File: config.mk
export PLATFORM = sky130hd
export DESIGN_NAME = apb_node_timeout
export DESIGN_NICKNAME = d
export VERILOG_FILES = /design/src/rtl/apb_node_timeout.sv
export SDC_FILE = /design/constraint.sdc
export NUM_CORES = 1
export LEC_CHECK = 0
export BUFFER_PORTS_ARGS = -buffer_cell sky130_fd_sc_hd__buf_2
export CAP_MARGIN = 5
export CORE_AREA = 2 2 121 123
export DETAILED_ROUTE_END_ITERATION = 8
export DIE_AREA = 0 0 123 125
export SYNTH_ARGS = -nofsm -noshare
export SYNTH_HDL_FRONTEND = slang
export SYNTH_SLANG_ARGS = --single-unit
export TNS_END_PERCENT = 5
File: constraint.sdc
create_clock -name HCLK -period 2.45 [get_ports HCLK]
set_clock_uncertainty 0.1 [all_clocks]
set_input_delay 0.49 -clock HCLK [delete_from_list [all_inputs] [get_ports HCLK]]
set_output_delay 0.49 -clock HCLK [all_outputs]
set_load 0.1 [all_outputs]
File: src/rtl/apb_node_timeout.sv
// -----------------------------------------------------------------------------
// apb_node_timeout
//
// Parametrised APB 1-to-N demultiplexer with a decode-error response and a
// per-transfer watchdog.
//
// The upstream address is decoded against inclusive per-slave [start, end]
// ranges, and the lowest index wins when ranges overlap. The transfer is then
// forwarded to the selected downstream slave. Unmapped addresses get a
// zero-wait-state PSLVERR response. A slave that holds PREADY low for too long
// is abandoned and the upstream master gets a PSLVERR response.
//
// Handshake: these are standard APB semantics.
//   - A transfer starts with a setup cycle (psel=1, penable=0).
//   - It is followed by one or more access cycles (psel=1, penable=1).
//   - The transfer completes in the access cycle where pready=1. pslverr and
//     prdata are only meaningful in that cycle.
//   - pready is never asserted outside an access-phase response cycle.
//
// Ports
//   HCLK, HRESETn                   clock, asynchronous active-low reset
//   s_paddr/s_pwdata/s_pwrite       upstream request
//   s_psel/s_penable                upstream select and enable
//   s_prdata/s_pready/s_pslverr     upstream response
//   m_paddr/m_pwdata/m_pwrite       shared downstream request (pass-through)
//   m_psel[NB_SLAVES]               one-hot downstream select
//   m_penable                       shared downstream enable
//   m_prdata/m_pready/m_pslverr     packed per-slave responses
//
// Optional build macro APB_NODE_ERR_STATUS_EN adds error status capture:
//   err_addr_o   address of the last errored transfer
//   err_type_o   0 = decode error, 1 = timeout
//   err_irq_o    sticky error flag
//   err_clr_i    clears err_irq_o; an error in the same cycle wins
//
// The FSM state is held in 'state' (type apb_node_state_e) for observation.
// -----------------------------------------------------------------------------
module apb_node_timeout #(
    parameter int NB_SLAVES      = 4,
    parameter int APB_ADDR_WIDTH = 32,
    parameter int APB_DATA_WIDTH = 32,
    parameter logic [NB_SLAVES*APB_ADDR_WIDTH-1:0] START_ADDR =
        {32'h1A10_3000, 32'h1A10_2000, 32'h1A10_1000, 32'h1A10_0000},
    parameter logic [NB_SLAVES*APB_ADDR_WIDTH-1:0] END_ADDR =
        {32'h1A10_3FFF, 32'h1A10_2FFF, 32'h1A10_1FFF, 32'h1A10_0FFF},
    parameter int TIMEOUT_CYCLES = 1024
) (
    input  logic                                HCLK,
    input  logic                                HRESETn,
    input  logic [APB_ADDR_WIDTH-1:0]           s_paddr,
    input  logic [APB_DATA_WIDTH-1:0]           s_pwdata,
    input  logic                                s_pwrite,
    input  logic                                s_psel,
    input  logic                                s_penable,
    output logic [APB_DATA_WIDTH-1:0]           s_prdata,
    output logic                                s_pready,
    output logic                                s_pslverr,
    output logic [APB_ADDR_WIDTH-1:0]           m_paddr,
    output logic [APB_DATA_WIDTH-1:0]           m_pwdata,
    output logic                                m_pwrite,
    output logic [NB_SLAVES-1:0]                m_psel,
    output logic                                m_penable,
    input  logic [NB_SLAVES*APB_DATA_WIDTH-1:0] m_prdata,
    input  logic [NB_SLAVES-1:0]                m_pready,
    input  logic [NB_SLAVES-1:0]                m_pslverr
`ifdef APB_NODE_ERR_STATUS_EN
    ,
    output logic [APB_ADDR_WIDTH-1:0]           err_addr_o,
    output logic                                err_type_o,
    output logic                                err_irq_o,
    input  logic                                err_clr_i
`endif
);

    localparam int CNT_W = (TIMEOUT_CYCLES <= 0) ? 1 : $clog2(TIMEOUT_CYCLES + 1);
    localparam int IDX_W = (NB_SLAVES <= 1) ? 1 : $clog2(NB_SLAVES);
    localparam bit WDOG_EN = (TIMEOUT_CYCLES != 0);
    localparam logic [CNT_W:0] TOUT_LIM = (CNT_W + 1)'(TIMEOUT_CYCLES);

    typedef enum logic [1:0] {
        IDLE   = 2'd0,
        ACCESS = 2'd1,
        DECERR = 2'd2,
        TOUT   = 2'd3
    } apb_node_state_e;

    apb_node_state_e      state;
    logic [IDX_W-1:0]     idx_q;
    logic [CNT_W-1:0]     cnt_q;

    logic                 dec_hit;
    logic [IDX_W-1:0]     dec_idx;
    logic                 sel_ready;
    logic                 sel_err;
    logic [APB_DATA_WIDTH-1:0] sel_rdata;
    logic                 timeout_hit;

    // Request signals are shared by all slaves; only m_psel steers the transfer.
    assign m_paddr  = s_paddr;
    assign m_pwdata = s_pwdata;
    assign m_pwrite = s_pwrite;

    // Address decode. The loop walks downwards so that the lowest matching
    // index is the one left in dec_idx.
    always_comb begin
        dec_hit = 1'b0;
        dec_idx = '0;
        for (int i = NB_SLAVES - 1; i >= 0; i--) begin
            if ((s_paddr >= START_ADDR[i*APB_ADDR_WIDTH +: APB_ADDR_WIDTH]) &&
                (s_paddr <= END_ADDR[i*APB_ADDR_WIDTH +: APB_ADDR_WIDTH])) begin
                dec_hit = 1'b1;
                dec_idx = IDX_W'(i);
            end
        end
    end

    // Response mux for the slave latched at setup.
    always_comb begin
        sel_ready = 1'b0;
        sel_err   = 1'b0;
        sel_rdata = '0;
        for (int i = 0; i < NB_SLAVES; i++) begin
            if (idx_q == IDX_W'(i)) begin
                sel_ready = m_pready[i];
                sel_err   = m_pslverr[i];
                sel_rdata = m_prdata[i*APB_DATA_WIDTH +: APB_DATA_WIDTH];
            end
        end
    end

    // The abort fires on the wait cycle that would bring the counter to
    // TIMEOUT_CYCLES. With TIMEOUT_CYCLES=N, the upstream master sees N
    // unanswered access cycles followed by the error cycle.
    assign timeout_hit = WDOG_EN && (({1'b0, cnt_q} + 1'b1) == TOUT_LIM);

    always_ff @(posedge HCLK or negedge HRESETn) begin
        if (!HRESETn) begin
            state <= IDLE;
            idx_q <= '0;
            cnt_q <= '0;
        end else begin
            case (state)
                IDLE: begin
                    cnt_q <= '0;
                    if (s_psel && !s_penable) begin
                        if (dec_hit) begin
                            state <= ACCESS;
                            idx_q <= dec_idx;
                        end else begin
                            state <= DECERR;
                        end
                    end
                end
                ACCESS: begin
                    if (!s_psel) begin
                        // Master gave up mid-transfer: drop it silently.
                        state <= IDLE;
                        cnt_q <= '0;
                    end else if (s_penable) begin
                        if (sel_ready) begin
                            state <= IDLE;
                            cnt_q <= '0;
                        end else if (timeout_hit) begin
                            state <= TOUT;
                            cnt_q <= '0;
                        end else if (cnt_q != {CNT_W{1'b1}}) begin
                            cnt_q <= cnt_q + 1'b1;
                        end
                    end
                end
                DECERR: begin
                    if (!s_psel || s_penable) begin
                        state <= IDLE;
                    end
                end
                TOUT: begin
                    state <= IDLE;
                end
                default: begin
                    state <= IDLE;
                end
            endcase
        end
    end

    always_comb begin
        m_psel    = '0;
        m_penable = 1'b0;
        s_pready  = 1'b0;
        s_pslverr = 1'b0;
        s_prdata  = '0;
        case (state)
            IDLE: begin
                // Select is raised in the setup cycle itself, before idx_q is loaded.
                if (s_psel && !s_penable && dec_hit) begin
                    for (int i = 0; i < NB_SLAVES; i++) begin
                        m_psel[i] = (dec_idx == IDX_W'(i));
                    end
                end
            end
            ACCESS: begin
                for (int i = 0; i < NB_SLAVES; i++) begin
                    m_psel[i] = (idx_q == IDX_W'(i));
                end
                m_penable = s_penable;
                s_pready  = sel_ready;
                s_pslverr = sel_err;
                s_prdata  = sel_rdata;
            end
            DECERR: begin
                if (s_penable) begin
                    s_pready  = 1'b1;
                    s_pslverr = 1'b1;
                end
            end
            TOUT: begin
                s_pready  = 1'b1;
                s_pslverr = 1'b1;
            end
            default: begin
                m_psel = '0;
            end
        endcase
    end

`ifdef APB_NODE_ERR_STATUS_EN
    logic err_dec;
    logic err_tout;

    assign err_dec  = (state == DECERR) && s_penable;
    assign err_tout = (state == TOUT);

    always_ff @(posedge HCLK or negedge HRESETn) begin
        if (!HRESETn) begin
            err_addr_o <= '0;
            err_type_o <= 1'b0;
            err_irq_o  <= 1'b0;
        end else if (err_dec || err_tout) begin
            err_addr_o <= s_paddr;
            err_type_o <= err_tout;
            err_irq_o  <= 1'b1;
        end else if (err_clr_i) begin
            err_irq_o  <= 1'b0;
        end
    end
`endif

endmodule

After elaboration in Yosys (flattened, before gate mapping)
Cells that the tools add are included.

storage, ports and cells
  register bits after elaboration = 15
  logic and storage cells = 86

operators by class
  $add $sub $neg = 2
  equal/unequal tests = 16
  muxes and demuxes = 41
  magnitude comparators = 8
  reductions and logical operators = 16

operators with widths
  cell                                                                 number
  two-way mux 32 bit                                                   5
  greater-or-equal comparator 32 x 29 -> 1 bit, second input constant  4
  <= comparator 32 x 29 -> 1 bit, second input constant                4
  two-way mux 11 bit                                                   5
  two-way mux 2 bit                                                    11
  one-hot mux 11 bit (2 select lines)                                  1
  two-way mux 1 bit                                                    14
  adder 11 x 1 -> 12 bit, second input constant                        1
  == test 12 x 11 -> 1 bit, second input constant                      1
  == test 2 bit, second input constant                                 6
  adder 11 x 1 -> 11 bit, second input constant                        1
  != test 11 bit, second input constant                                1
  one-hot mux 2 bit (4 select lines)                                   1
  one-hot mux 4 bit (2 select lines)                                   1
  == test 2 x 1 -> 1 bit, second input constant                        3
  logical AND 1 bit                                                    6
  logical NOT 2 bit                                                    3
  one-hot mux 1 bit (3 select lines)                                   2
  AND reduction 3 bit                                                  2
  != test 5 bit, second input constant                                 1
  two-way mux 4 bit                                                    1
  != test 2 bit, second input constant                                 2
  != test 4 bit, second input constant                                 1
  AND reduction 4 bit                                                  1
  other kinds (4)                                                      5

Longest topological paths before layout
Gate-level depths: netlist of run 1.

  depth in word-level cells = 9
  depth in mapped cells = 8

Worst setup path before layout of run 1
No wires, ideal clock.

  kind = input-to-output
  start point = input s_paddr[23]
  end point = output m_psel[0]
  setup slack = -1.521 ns
  arrival = 3.381 ns
  stages on the path = 5
  cell sequence = nand4bb_1 nor3_1 nand4_1 or3_1 o21ai_0

on the way
  cells in the longest elaborated chain, start to end = 9
  elaborated cells between the ends (all ways) = 24
  those cells by class = order compare (8); mux (10); reduce/logical (6)

ends and longest elaborated chain
  what                                                                                            line      RTL
  from (decl)                                                                                     50        input logic [APB_ADDR_WIDTH-1:0] s_paddr,
  greater-or-equal comparator 32 x 29 -> 1 bit or <= comparator 32 x 29 -> 1 bit (tied branches)  109, 110
  logical AND 1 bit                                                                               109       if ((s_paddr >= START_ADDR[i*APB_ADDR_WIDTH +: APB_ADDR_WIDTH]) &&
  two-way mux 2 bit or two-way mux 1 bit (tied branches) (4 in series)                            109
  logical NOT 2 bit or logical AND 1 bit (tied branches)                                          197, 195
  two-way mux 4 bit (*)                                                                           195       if (s_psel && !s_penable && dec_hit) begin
  one-hot mux 4 bit (2 select lines) (*)                                                          192       case (state)
  to (decl)                                                                                       61        output logic [NB_SLAVES-1:0] m_psel,

Every way passes the cells marked *; elsewhere a longest branch is shown, timed or not.

Worst setup path in the final report of run 1
  start point = register idx_q[0]
  end point = register cnt_q[4]

on the way
  cells in the longest elaborated chain, start to end = 9
  elaborated cells between the ends (all ways) = 14
  those cells by class = eq/ne (4); mux (8); reduce/logical (2)

ends and longest elaborated chain
  what                                 line  RTL
  from (decl)                          88    logic [IDX_W-1:0] idx_q;
  from (signal assigned)               148   idx_q <= dec_idx;
  logical NOT 2 bit                    123   if (idx_q == IDX_W'(i)) begin
  two-way mux 1 bit (3 in series)      123
  two-way mux 1 bit (*)                123
  two-way mux 11 bit                   160   if (sel_ready) begin
  two-way mux 11 bit                   159   end else if (s_penable) begin
  two-way mux 11 bit                   155   if (!s_psel) begin
  one-hot mux 11 bit (2 select lines)  142   case (state)
  to (signal assigned)                 167   cnt_q <= cnt_q + 1'b1;
  to (decl)                            89    logic [CNT_W-1:0] cnt_q;

Every way passes the cells marked *; elsewhere a longest branch is shown, timed or not. The select of a mux whose other input is x is not followed.
A chain may end at the register's enable or synchronous reset.

==> results of run 1 <==
## area by class of cell
class                   count  area, µm²  share of cell area
diodes                      3       7.51             0.00166
clock buffers               4       78.8              0.0175
inverters                   6       22.5             0.00499
multi-input cells         172       1810               0.402
flip-flops and latches     15        378              0.0838
well taps                 184        230              0.0511
repair buffers            249       1980               0.439
## timing repair
action	4_1_cts	5_1_grt
pin swaps	27	3
endpoints found under the setup margin	35	38
resized for setup	33	16
cloned	0	2
setup buffers	0	7
## flip-flops by register name, summed over array words and instances (netlist names)
signal  flops
cnt_q      11
idx_q       2
state       2
## synth_stat cells (3+ instances only)
library cell  instances
inv_1                 5
nand2_1              15
buf_4                65
a21o_1                3
nand4_1               3
a22o_1                3
nor2_1               16
nand3b_1              3
o21ai_1               4
nand3_1               8
and2_1               32
clkbuf_1              7
mux4_2               34
buf_2                 6
a21oi_1               3
o21ai_0               9
or3_1                 5
dfrtp_1              15
## per-layer routing
layer | share of wire | GRT usage | vias up | wire length [µm]
met2 | 0.50 | 0.226 | 149 | 5700
li1 | - | - | 1289 | -
met4 | 0.024 | 0.0475 | 4 | 269
met5 | 0.0021 | 0 | - | 24
met1 | 0.36 | 0.144 | 1387 | 4150
met3 | 0.11 | 0.0488 | 18 | 1280
## cell families after synthesis
family,after synthesis
AO/OA/AOI/OAI,35
buffers and inverters,86
adder cells (fa/ha/maj),1
AND/OR/NAND/NOR,100
flip-flops,15
multiplexers,36
## placed cells by master, fill, tap and decap left out, types with 2 or more instances in the layout
cell type	count
buf_2	180
o2bb2ai_1	2
inv_1	5
nor2_1	11
nor2_2	5
o21ai_1	4
mux4_2	34
clkbuf_16	5
o21ai_2	2
o21ai_0	5
a22o_1	3
buf_4	23
or2_2	2
or3_1	4
dfrtp_1	13
nand3_1	8
nand4_1	3
a21oi_1	3
nor4b_2	2
diode_2	3
o21ai_4	2
nand3b_1	3
dfrtp_2	2
nand2_1	14
and2_4	32
a21o_1	3
and3_1	2
buf_12	41
a211o_1	2
buf_6	3
## worst register-to-register path: cells and delay by family (launching register included)
family	cells	cell delay [ns]
mux	1	0.57
flops	1	0.41
compound gates	3	0.90
simple gates	1	0.17
buf+inv	2	0.20
## report_power, final
group / switching, µW / total, µW / leakage, µW / internal (µW)
logic: 229 / 387 / 0.00182 / 159
registers: 2.66 / 252 / 0.000200 / 249
clock network: 106 / 327 / 0.0000382 / 221
total: 338 / 966 / 0.00206 / 628
## metrics by stage
| stage | cell area (µm²) | power, µW |
|---|---|---|
| 2_1_floorplan | 2630 | 822 |
| 3_3_place_gp | 4160 | 629 |
| 3_5_place_dp | 4160 | 631 |
| 4_1_cts | 4330 | 965 |
| 5_1_grt | 4500 | 1010 |
| 6_report | 4510 | 966 |
## how the worst max path moves through the flow
stage	from	end	slack [ns]	cells after the start
after CTS	idx_q[0]	s_prdata[6]	-0.05	4
after floorplan	s_paddr[23]	m_psel[2]	-0.18	6
final	idx_q[0]	cnt_q[4]	-0.004	7
after global placement	s_paddr[22]	m_psel[1]	-0.01	6
after global routing	idx_q[0]	cnt_q[4]	-0.08	7
after detailed placement	s_paddr[23]	m_psel[1]	-0.03	7
==> results by group, run 1 <==
Setup path
  • Critical Path Fanout Max: 5
  • Reg2reg end: cnt_q[4]
  • CP delay by family, top: compound AO/OA/AOI/OAI gates
  • Critical R2R Launch: idx_q[0]
  • Critical Path, Cell by Cell: buf_4, mux4_2, o41ai_4, a31o_2, inv_2, and2_4, a221o_1
  • Arrival @ worst endpoint: 2.48 ns
  • CP Launch Type: flop
  • Worst Setup Path Type: reg2reg
  • Crit path capture type: flop
  • CP max-delay cell: mux4_2
  • FF-to-FF path depth: 7
  • Sum of buffers and inverters on the critical path: 2
  • Setup slack, reg-to-reg: -0.004 ns
  • Crit-path max cell delay: between 0.5 and 0.6 ns
  • Data required time of the critical path: 2.48 ns

Synth
  • Distinct cells, synth: 47
  • Synthesized flop and latch total: 15
  • Post-Synth Adder-Cell Area: 0.00482
  • Avg Synthesized Cell Area: 9.50 µm²
  • XOR/XNOR Fraction of Synth Area: 0
  • Post-synthesis compound-gate area fraction: 0.108
  • Yosys top cell area share: 0.295
  • Mapped Cells: 273
  • Top FF cell, synth: dfrtp_1
  • Synth area leaders: mux4_2, buf_4, dfrtp_1
  • Mapped Area: around 2600 µm²
  • Mux cell area share after synthesis: 0.303
  • Synth async-reset ratio: 1.00
  • Yosys top cell by area: mux4_2
  • Post-synth EDFFs: 0
  • Register area share after synthesis: 0.145
  • Post-synthesis net count: about 480
  • Simple-gate share of the synthesized area: 0.218
  • Largest family of logic cells by synthesized area: multiplexers
  • Synth warnings: 0

CTS
  • H-tree levels: 1
  • Hold Buf Count CTS: 0
  • CTS Buffer Depth: 2
  • TritonCTS clock tree: yes
  • Clk sinks: 15
  • Worst-Skew Late Latency: between 0.2 and 0.3 ns
  • Root buffer selected by CTS: clkbuf_16
  • CTS Buf Count: 3
  • Worst-path clk slew: ~0.05 ns

STA
  • RSZ-0062 raised after global routing: yes
  • Setup ws final: -0.00366 ns
  • # setup viols final: 1
  • Maximum clock rate: a little over 400 MHz
  • Setup TNS: -0.00366 ns
  • Slew @ Worst Pin: 0.523 ns
  • Hold_ws: between 0.05 and 0.06 ns
  • Slew Viols, Final: 0
  • Final period util: 1.00
  • Relative slew slack: 0.654
  • Tmin final: ~2.5 ns
  • Final hold violations: 0

Status
  • Failing checks: negative setup slack
  • Outcome: finished, violations left

Global routing
  • Grt ovf: 0
  • Total track usage: 0.130
  • Initial antenna violation count: 5
  • First-pass GRT wire length: between 15 and 20 mm
  • Largest net degree at the start of global routing: 39
  • Vias in the first global route: 2,807

Detailed routing
  • Drt first pass iters: 4
  • DRC: 0
  • Drt wl/cell: between 15 and 20 µm
  • ANT nets after route: 0
  • Detailed-route via count: 2,847
  • First-iteration detailed-routing DRC count: around 150
  • Vias per cell: ~4.5
  • Final WL: about 11 mm

Cells and area
  • Share of cells above drive strength 1: 0.776
  • Final instance count without filler cells: 633
  • Fin nets: ~650
  • Syn-to-layout area delta: 73.9%
  • Fill cells: between 1,000 and 1,500
  • Finished Core Util: 0.317

Placed design
  • Placed instance count: 617
  • DP Worst Slack: -0.0270 ns
  • Port buffer count: ~220
  • RePlAce Congestion: around 0.85
  • Hpwl dp: between 9 and 10 mm

Floorplan
  • IO Count: about 300
  • FP Rows: 44
  • CORE AREA: around 14,000 µm²
  • Die width: 123 µm
  • Die Ht: around 130 µm
  • Initial Util: 0.183
  • Die area: approximately 15,000 µm²

Pwr
  • LEAKAGE: 0.00206 µW
  • P per Cell Area: roughly 210 nW/µm²
  • Peak supply drop: 0.000122 V

Run
  • Max Cap Viol: 0

Worst hold path
  • Hold crit path type: in2async
(Power assumes the default switching activity.)
==> run 2, diff against run 1 <==
--- a/config.mk
+++ b/config.mk
@@ -12,2 +12,3 @@
 export DIE_AREA = 0 0 123 125
+export GPL_ROUTABILITY_DRIVEN = 0
 export SYNTH_ARGS = -nofsm -noshare
--- a/constraint.sdc
+++ b/constraint.sdc
@@ -4,2 +4,2 @@
 set_output_delay 0.49 -clock HCLK [all_outputs]
-set_load 0.1 [all_outputs]
+set_load 0.005 [all_outputs]
==> run 2 against run 1 <==
  * The flow now finishes without violations
  * Highest routed layer is now met4
  * Clock power shrank 5%
  * Sequential share of layout area grew 1.9 points
  * Largest power group is now clock
  * Critical path depth shrank 1
  * Sequential power is essentially flat
  * Utilization shrank 6.0 points
==> results by group, run 2 (synthesis results as in run 1) <==
STA
  • Final period util: 0.959 (-0.0429)
  • RSZ-0062 raised after global routing: no
  • Slew Viols, Final: 0 (unchanged)
  • Final hold violations: 0 (unchanged)
  • Relative slew slack: 0.692 (+0.0379)
  • Tmin final: 2.35 ns (-0.105 ns)
  • Setup ws final: 0.101 ns (+0.105 ns)
  • Maximum clock rate: 426 MHz (+4.5%)
  • Setup TNS: 0 ns (+0.00366 ns)
  • Slew @ Worst Pin: 0.457 ns (-0.0653 ns)
  • # setup viols final: 0 (-1)

Cells and area
  • Max reg flops: 11 (unchanged)
  • Syn-to-layout area delta: 41.1%
  • Most frequent cells in the layout: buf_2, mux4_2, and2_1, buf_4, nor2_1
  • Top reg by flops: cnt_q
  • Share of cells above drive strength 1: 0.669 (-0.107)
  • Most common cell after layout, fill and taps aside: buf_2
  • Final instance count without filler cells: 619 (-2.2%)
  • Largest registers: cnt_q (11), idx_q (2), state (2)
  • Fill cells: 1,537 (+6.7%)
  • Ant diodes: 0 (-3)
  • Fin nets: 642 (-1.7%)

Pwr
  • Peak supply drop: 0.000161 V (+32%)
  • Design Power: 798 µW (-17%)
  • P per Cell Area: 218 nW/µm² (+1.8%)
  • LEAKAGE: 0.00184 µW (-11%)

Detailed routing
  • Final WL: 10.3 mm (-9.9%)
  • Vias per cell: 4.51 (+0.36%)
  • ANT nets after route: 0 (unchanged)
  • Drt wl/cell: 16.6 µm (-7.8%)
  • Drt first pass iters: 4 (unchanged)
  • DRC: 0 (unchanged)
  • Detailed-route via count: 2,794 (-1.9%)
  • First-iteration detailed-routing DRC count: 113 (-25%)

Floorplan
  • Die area: 15,400 µm² (unchanged)
  • FP Rows: 44 (unchanged)
  • IO Count: 309 (unchanged)
  • Die Ht: 125 µm (unchanged)
  • Initial Util: 0.183 (unchanged)
  • CORE AREA: 14,200 µm² (unchanged)
  • Die width: 123 µm (unchanged)

CTS
  • Root buffer selected by CTS: clkbuf_16
  • Worst-Skew Late Latency: 0.24 ns (about the same)
  • Worst-path clk slew: 0.05 ns (about the same)
  • CTS Buffer Depth: 2 (unchanged)
  • Clk sinks: 15 (unchanged)
  • TritonCTS clock tree: yes
  • Hold Buf Count CTS: 0 (unchanged)
  • H-tree levels: 1 (unchanged)
  • CTS Buf Count: 3 (unchanged)

Run
  • Max Cap Viol: 0 (unchanged)

Setup path
  • Arrival @ worst endpoint: 1.76 ns (-0.72 ns)
  • CP Launch Type: primary input
  • Setup slack, reg-to-reg: 0.11 ns (+0.11 ns)
  • FF-to-FF path depth: 6 (-1)
  • Worst Setup Path Type: in2out
  • Reg2reg end: cnt_q[4]
  • Crit path capture type: output port
  • Critical Path Fanout Max: 3 (-2)
  • Critical R2R Launch: idx_q[0]
  • Data required time of the critical path: 1.86 ns (-0.62 ns)

Placed design
  • Placed instance count: 614 (-0.49%)
  • DP Worst Slack: -0.0118 ns (+0.0152 ns)
  • Port buffer count: 218 (unchanged)
  • Hpwl dp: 8.67 mm (-6.0%)

Global routing
  • Initial antenna violation count: 0 (-5)
  • Total track usage: 0.117 (-0.0132)
  • First-pass GRT wire length: 14.2 mm (-7.3%)
  • Largest net degree at the start of global routing: 39 (unchanged)
  • Grt ovf: 0 (unchanged)
  • Vias in the first global route: 2,719 (-3.1%)

Status
  • Outcome: finished clean

Worst hold path
  • Hold crit path type: in2async
-- run 2: changes by cell type in the layout (fill, tap and decap cells not counted), moves of 3 or more --
cell	before	now
buf_12	41	1
buf_2	180	218
and2_1	1	32
and2_4	32	1
buf_4	23	17
nor2_1	11	16
nor2_2	5	0
o21ai_0	5	9
diode_2	3	0
-- run 2: worst max-delay path: stages --
cell,delay (ns)
buf_2,0.10
nor4b_1,0.31
nand4_1,0.20
or3_1,0.35
o21ai_0,0.16
buf_2,0.14
-- run 2: routing by layer --
metal	GRT usage	wire, µm	vias to the layer above
li1	-	-	1271
met1	0.129	3710	1344
met2	0.211	5170	163
met3	0.0310	1060	16
met4	0.0468	348	0
met5	0	0	-
-- run 2: layout make-up --
cell class,count,area [µm²],share of cell area
Multi-Input combinational cell,172,1680,0.458
Timing Repair Buffer,238,1270,0.348
Sequential cell,15,377,0.103
Inverter,6,22.5,0.00616
Tap cell,184,230,0.0629
Clock buffer,4,78.8,0.0215
-- run 2: report_power, final --
| part | leakage [µW] | internal, µW | total (µW) | switching (µW) |
|---|---|---|---|---|
| Combinational | 0.00160 | 149 | 237 | 88.6 |
| Sequential | 0.000202 | 249 | 251 | 2.14 |
| Clock | 0.0000382 | 220 | 310 | 90.0 |
| Total | 0.00184 | 617 | 798 | 181 |
-- run 2: repair_timing --
item	4_1_cts	5_1_grt
buffers inserted	0	0
setup endpoints to repair	0	6
gates resized for setup	0	5
-- run 2: metrics by stage --
stage	util	hold slack [ns]	cell area [µm²]
floorplan	-	0.0944	2590
global placement	0.248	0.322	3520
detailed placement	0.248	0.325	3520
CTS	0.254	0.0643	3600
global route	0.258	0.0816	3660
finish	0.258	0.0544	3660
-- run 2: worst max-delay path by stage --
stage	from	endpoint	slack, ns	cells past startpoint
2_1_floorplan	m_pready[3]	cnt_q[4]	0.14	6
3_3_place_gp	m_pready[3]	cnt_q[4]	0.03	7
3_5_place_dp	m_pready[3]	cnt_q[4]	-0.01	7
4_1_cts	idx_q[0]	s_prdata[1]	0.04	4
5_1_grt	idx_q[0]	s_pslverr	0.006	5
6_report	s_paddr[26]	m_psel[1]	0.10	6
==> run 3, diff against run 2 <==
GPL_TIMING_DRIVEN = 0   (was default)
==> run 3 against run 2 <==
  * Global-route usage is 0.70 points higher
  * Cell count is 18% higher
  * Largest power group is now combinational logic
  * Combinational power is 50% higher
  * Non-clock buffer count is 111 higher
  * Sequential share of layout area is 1.8 points lower
  * Via count is 11% higher
  * Final area is 22% higher
  * Clock power is 4% higher
  * Critical path depth is 2 higher
  * Critical path type is now reg2reg
  * Worst setup slack worse by 0.063 ns
  * Highest routed layer unchanged
  * Critical endpoint is now cnt_q[4]
==> results by group, run 3 (synthesis results as in run 1) <==
Status
  • Outcome: finished clean

Floorplan
  • Initial Util: 0.183 (unchanged)
  • Die Ht: 125 µm (unchanged)
  • FP Rows: 44 (unchanged)
  • CORE AREA: 14,200 µm² (unchanged)
  • Die area: 15,400 µm² (unchanged)
  • Die width: 123 µm (unchanged)
  • IO Count: 309 (unchanged)

STA
  • Setup TNS: 0 ns (unchanged)
  • Slew Viols, Final: 0 (unchanged)
  • Tmin final: 2.41 ns (+0.0632 ns)
  • Relative slew slack: 0.755 (+0.0628)
  • Final hold violations: 0 (unchanged)
  • Final period util: 0.984 (+0.0258)
  • # setup viols final: 0 (unchanged)
  • Maximum clock rate: 415 MHz (-2.6%)
  • RSZ-0062 raised after global routing: yes
  • Setup ws final: 0.0382 ns (-0.0632 ns)
  • Slew @ Worst Pin: 0.365 ns (-0.0926 ns)

Setup path
  • Sum of buffers and inverters on the critical path: 2 (unchanged)
  • CP Launch Type: flop
  • Critical Path Fanout Max: 7 (+4)
  • CP max-delay cell: dfrtp_2
  • CP delay by family, top: compound AO/OA/AOI/OAI gates
  • Data required time of the critical path: 2.48 ns (+0.62 ns)
  • Arrival @ worst endpoint: 2.44 ns (+0.68 ns)
  • Critical Path, Cell by Cell: ha_2, nand4_1, buf_4, o41ai_4, a31o_2, inv_2, and2_4, a221o_1
  • Crit-path max cell delay: 0.42 ns (+0.07 ns)
  • Crit path capture type: flop
  • Worst Setup Path Type: reg2reg

Pwr
  • Sw Ratio: 0.236 (+0.00949)
  • Comb pwr share: 0.383 (+0.086)
  • Internal power: 708 µW (+15%)
  • Peak supply drop: 0.000162 V (+0.95%)
  • P_sw: 219 µW (+21%)
  • LEAKAGE: 0.00233 µW (+27%)
  • P per Cell Area: 208 nW/µm² (-4.7%)
  • Design Power: 927 µW (+16%)
  • Seq pwr share: 0.269 (-0.046)
  • Clock power frac: 0.348 (-0.040)

Global routing
  • First-pass GRT wire length: 14.9 mm (+5.3%)
  • Vias in the first global route: 2,856 (+5.0%)
  • Initial antenna violation count: 0 (unchanged)
  • Total track usage: 0.124 (+0.00704)
  • Grt ovf: 0 (unchanged)
  • Largest net degree at the start of global routing: 16 (-59%)

Cells and area
  • Largest registers: cnt_q (11), idx_q (2), state (2)
  • Fin area: 4460 µm² (+22%)
  • Ant diodes: 0 (unchanged)
  • Seq. cell area: 380 µm² (+1.0%)
  • Fin nets: 753 (+17%)
  • Max reg flops: 11 (unchanged)
  • Fill cells: 1,540 (+0.20%)
  • Top reg by flops: cnt_q
  • Area of the multi-input gates: 1720 µm² (+2.5%)
  • Share of cells above drive strength 1: 0.758 (+0.0893)
  • Most common cell after layout, fill and taps aside: buf_2
  • Final instance count without filler cells: 730 (+18%)
  • Most frequent cells in the layout: buf_2, buf_4, mux4_2, and2_1, nor2_1
  • Syn-to-layout area delta: 72.0%

Detailed routing
  • First-iteration detailed-routing DRC count: 78 (-31%)
  • Vias per cell: 4.26 (-5.5%)
  • ANT nets after route: 0 (unchanged)
  • Detailed-route via count: 3,113 (+11%)
  • Drt first pass iters: 4 (unchanged)
  • Drt wl/cell: 15.1 µm (-9.4%)
  • Final WL: 11.0 mm (+6.8%)
  • DRC: 0 (unchanged)

CTS
  • Worst-Skew Late Latency: 0.25 ns (about the same)
  • CTS Buf Count: 3 (unchanged)
  • Clk sinks: 15 (unchanged)
  • Worst-path clk slew: 0.05 ns (about the same)
  • CTS Buffer Depth: 2 (unchanged)
  • TritonCTS clock tree: yes
  • Root buffer selected by CTS: clkbuf_16
  • H-tree levels: 1 (unchanged)

Placed design
  • Hpwl dp: 9.39 mm (+8.3%)
  • Placed inst area: 4140 µm² (+18%)
  • Placed instance count: 720 (+17%)
  • Port buffer count: 263 (+21%)
  • DP Worst Slack: -0.221 ns (-0.210 ns)

Run
  • Max Cap Viol: 0 (unchanged)

Worst hold path
  • Hold crit path type: in2async
==> run 3: cell count changes in the layout (fill, tap and decap cells not counted), moves of 3 or more <==
cell,change
buf_4,+55
and2_4,+9
clkbuf_2,+5
buf_2,+39
dfrtp_2,+3
buf_6,+9
dfrtp_1,-3
and2_1,-9
==> run 3: area by class of cell <==
type,instances,area share
Sequential cell,15,0.0853
Clock buffer,4,0.0177
Tap cell,184,0.0516
Buffer,80,0.138
Inverter,6,0.00505
Multi-Input combinational cell,172,0.385
Timing Repair Buffer,269,0.318
==> run 3: stage by stage <==
step | utilization | hold slack [ns]
6_report | 0.314 | 0.0474
5_1_grt | 0.314 | 0.0854
4_1_cts | 0.302 | 0.0708
3_5_place_dp | 0.291 | 0.334
3_3_place_gp | 0.291 | 0.326
2_1_floorplan | - | 0.0944
==> run 3: worst reg2reg max path: stages (launching register included) <==
cell	delay [ns]
dfrtp_2	0.42
ha_2	0.23
nand4_1	0.18
buf_4	0.21
o41ai_4	0.35
a31o_2	0.27
inv_2	0.06
and2_4	0.18
a221o_1	0.30
==> run 3: path summary, 6_finish.rpt <==
kind	depth (start not counted)	slack [ns]	startpoint	end
hold reg to reg	1	0.46	cnt_q[0]	cnt_q[0]
setup / recovery	8	0.04	cnt_q[0]	cnt_q[4]
setup reg to reg	8	0.04	cnt_q[0]	cnt_q[4]
hold / removal	1	0.05	HRESETn	cnt_q[2]
max in group asynchronous	1	1.92	HRESETn	idx_q[0]
min in group HCLK	2	0.45	s_paddr[12]	idx_q[0]
==> run 3: layer usage <==
metal | part of all wire | vias to the layer above | track usage
met5 | 0 | - | 0
met4 | 0.011 | 0 | 0.0214
met3 | 0.084 | 10 | 0.0219
met2 | 0.54 | 142 | 0.239
met1 | 0.37 | 1477 | 0.142
li1 | - | 1484 | -
==> run 3: power groups by stage <==
stage	combinational (µW)	sequential (µW)	clock, µW
after floorplan	145	253	0
after global placement	345	253	0
after detailed placement	349	253	0
after CTS	351	249	331
after global routing	383	249	346
final	356	249	323
==> run 3: timing repair <==
| action | in CTS | in global routing |
|---|---|---|
| setup endpoints to repair | 42 | 43 |
| resized for setup | 20 | 34 |
| hold buffers | 0 | 0 |
| setup buffers | 2 | 4 |
| pin swaps | 1 | 9 |
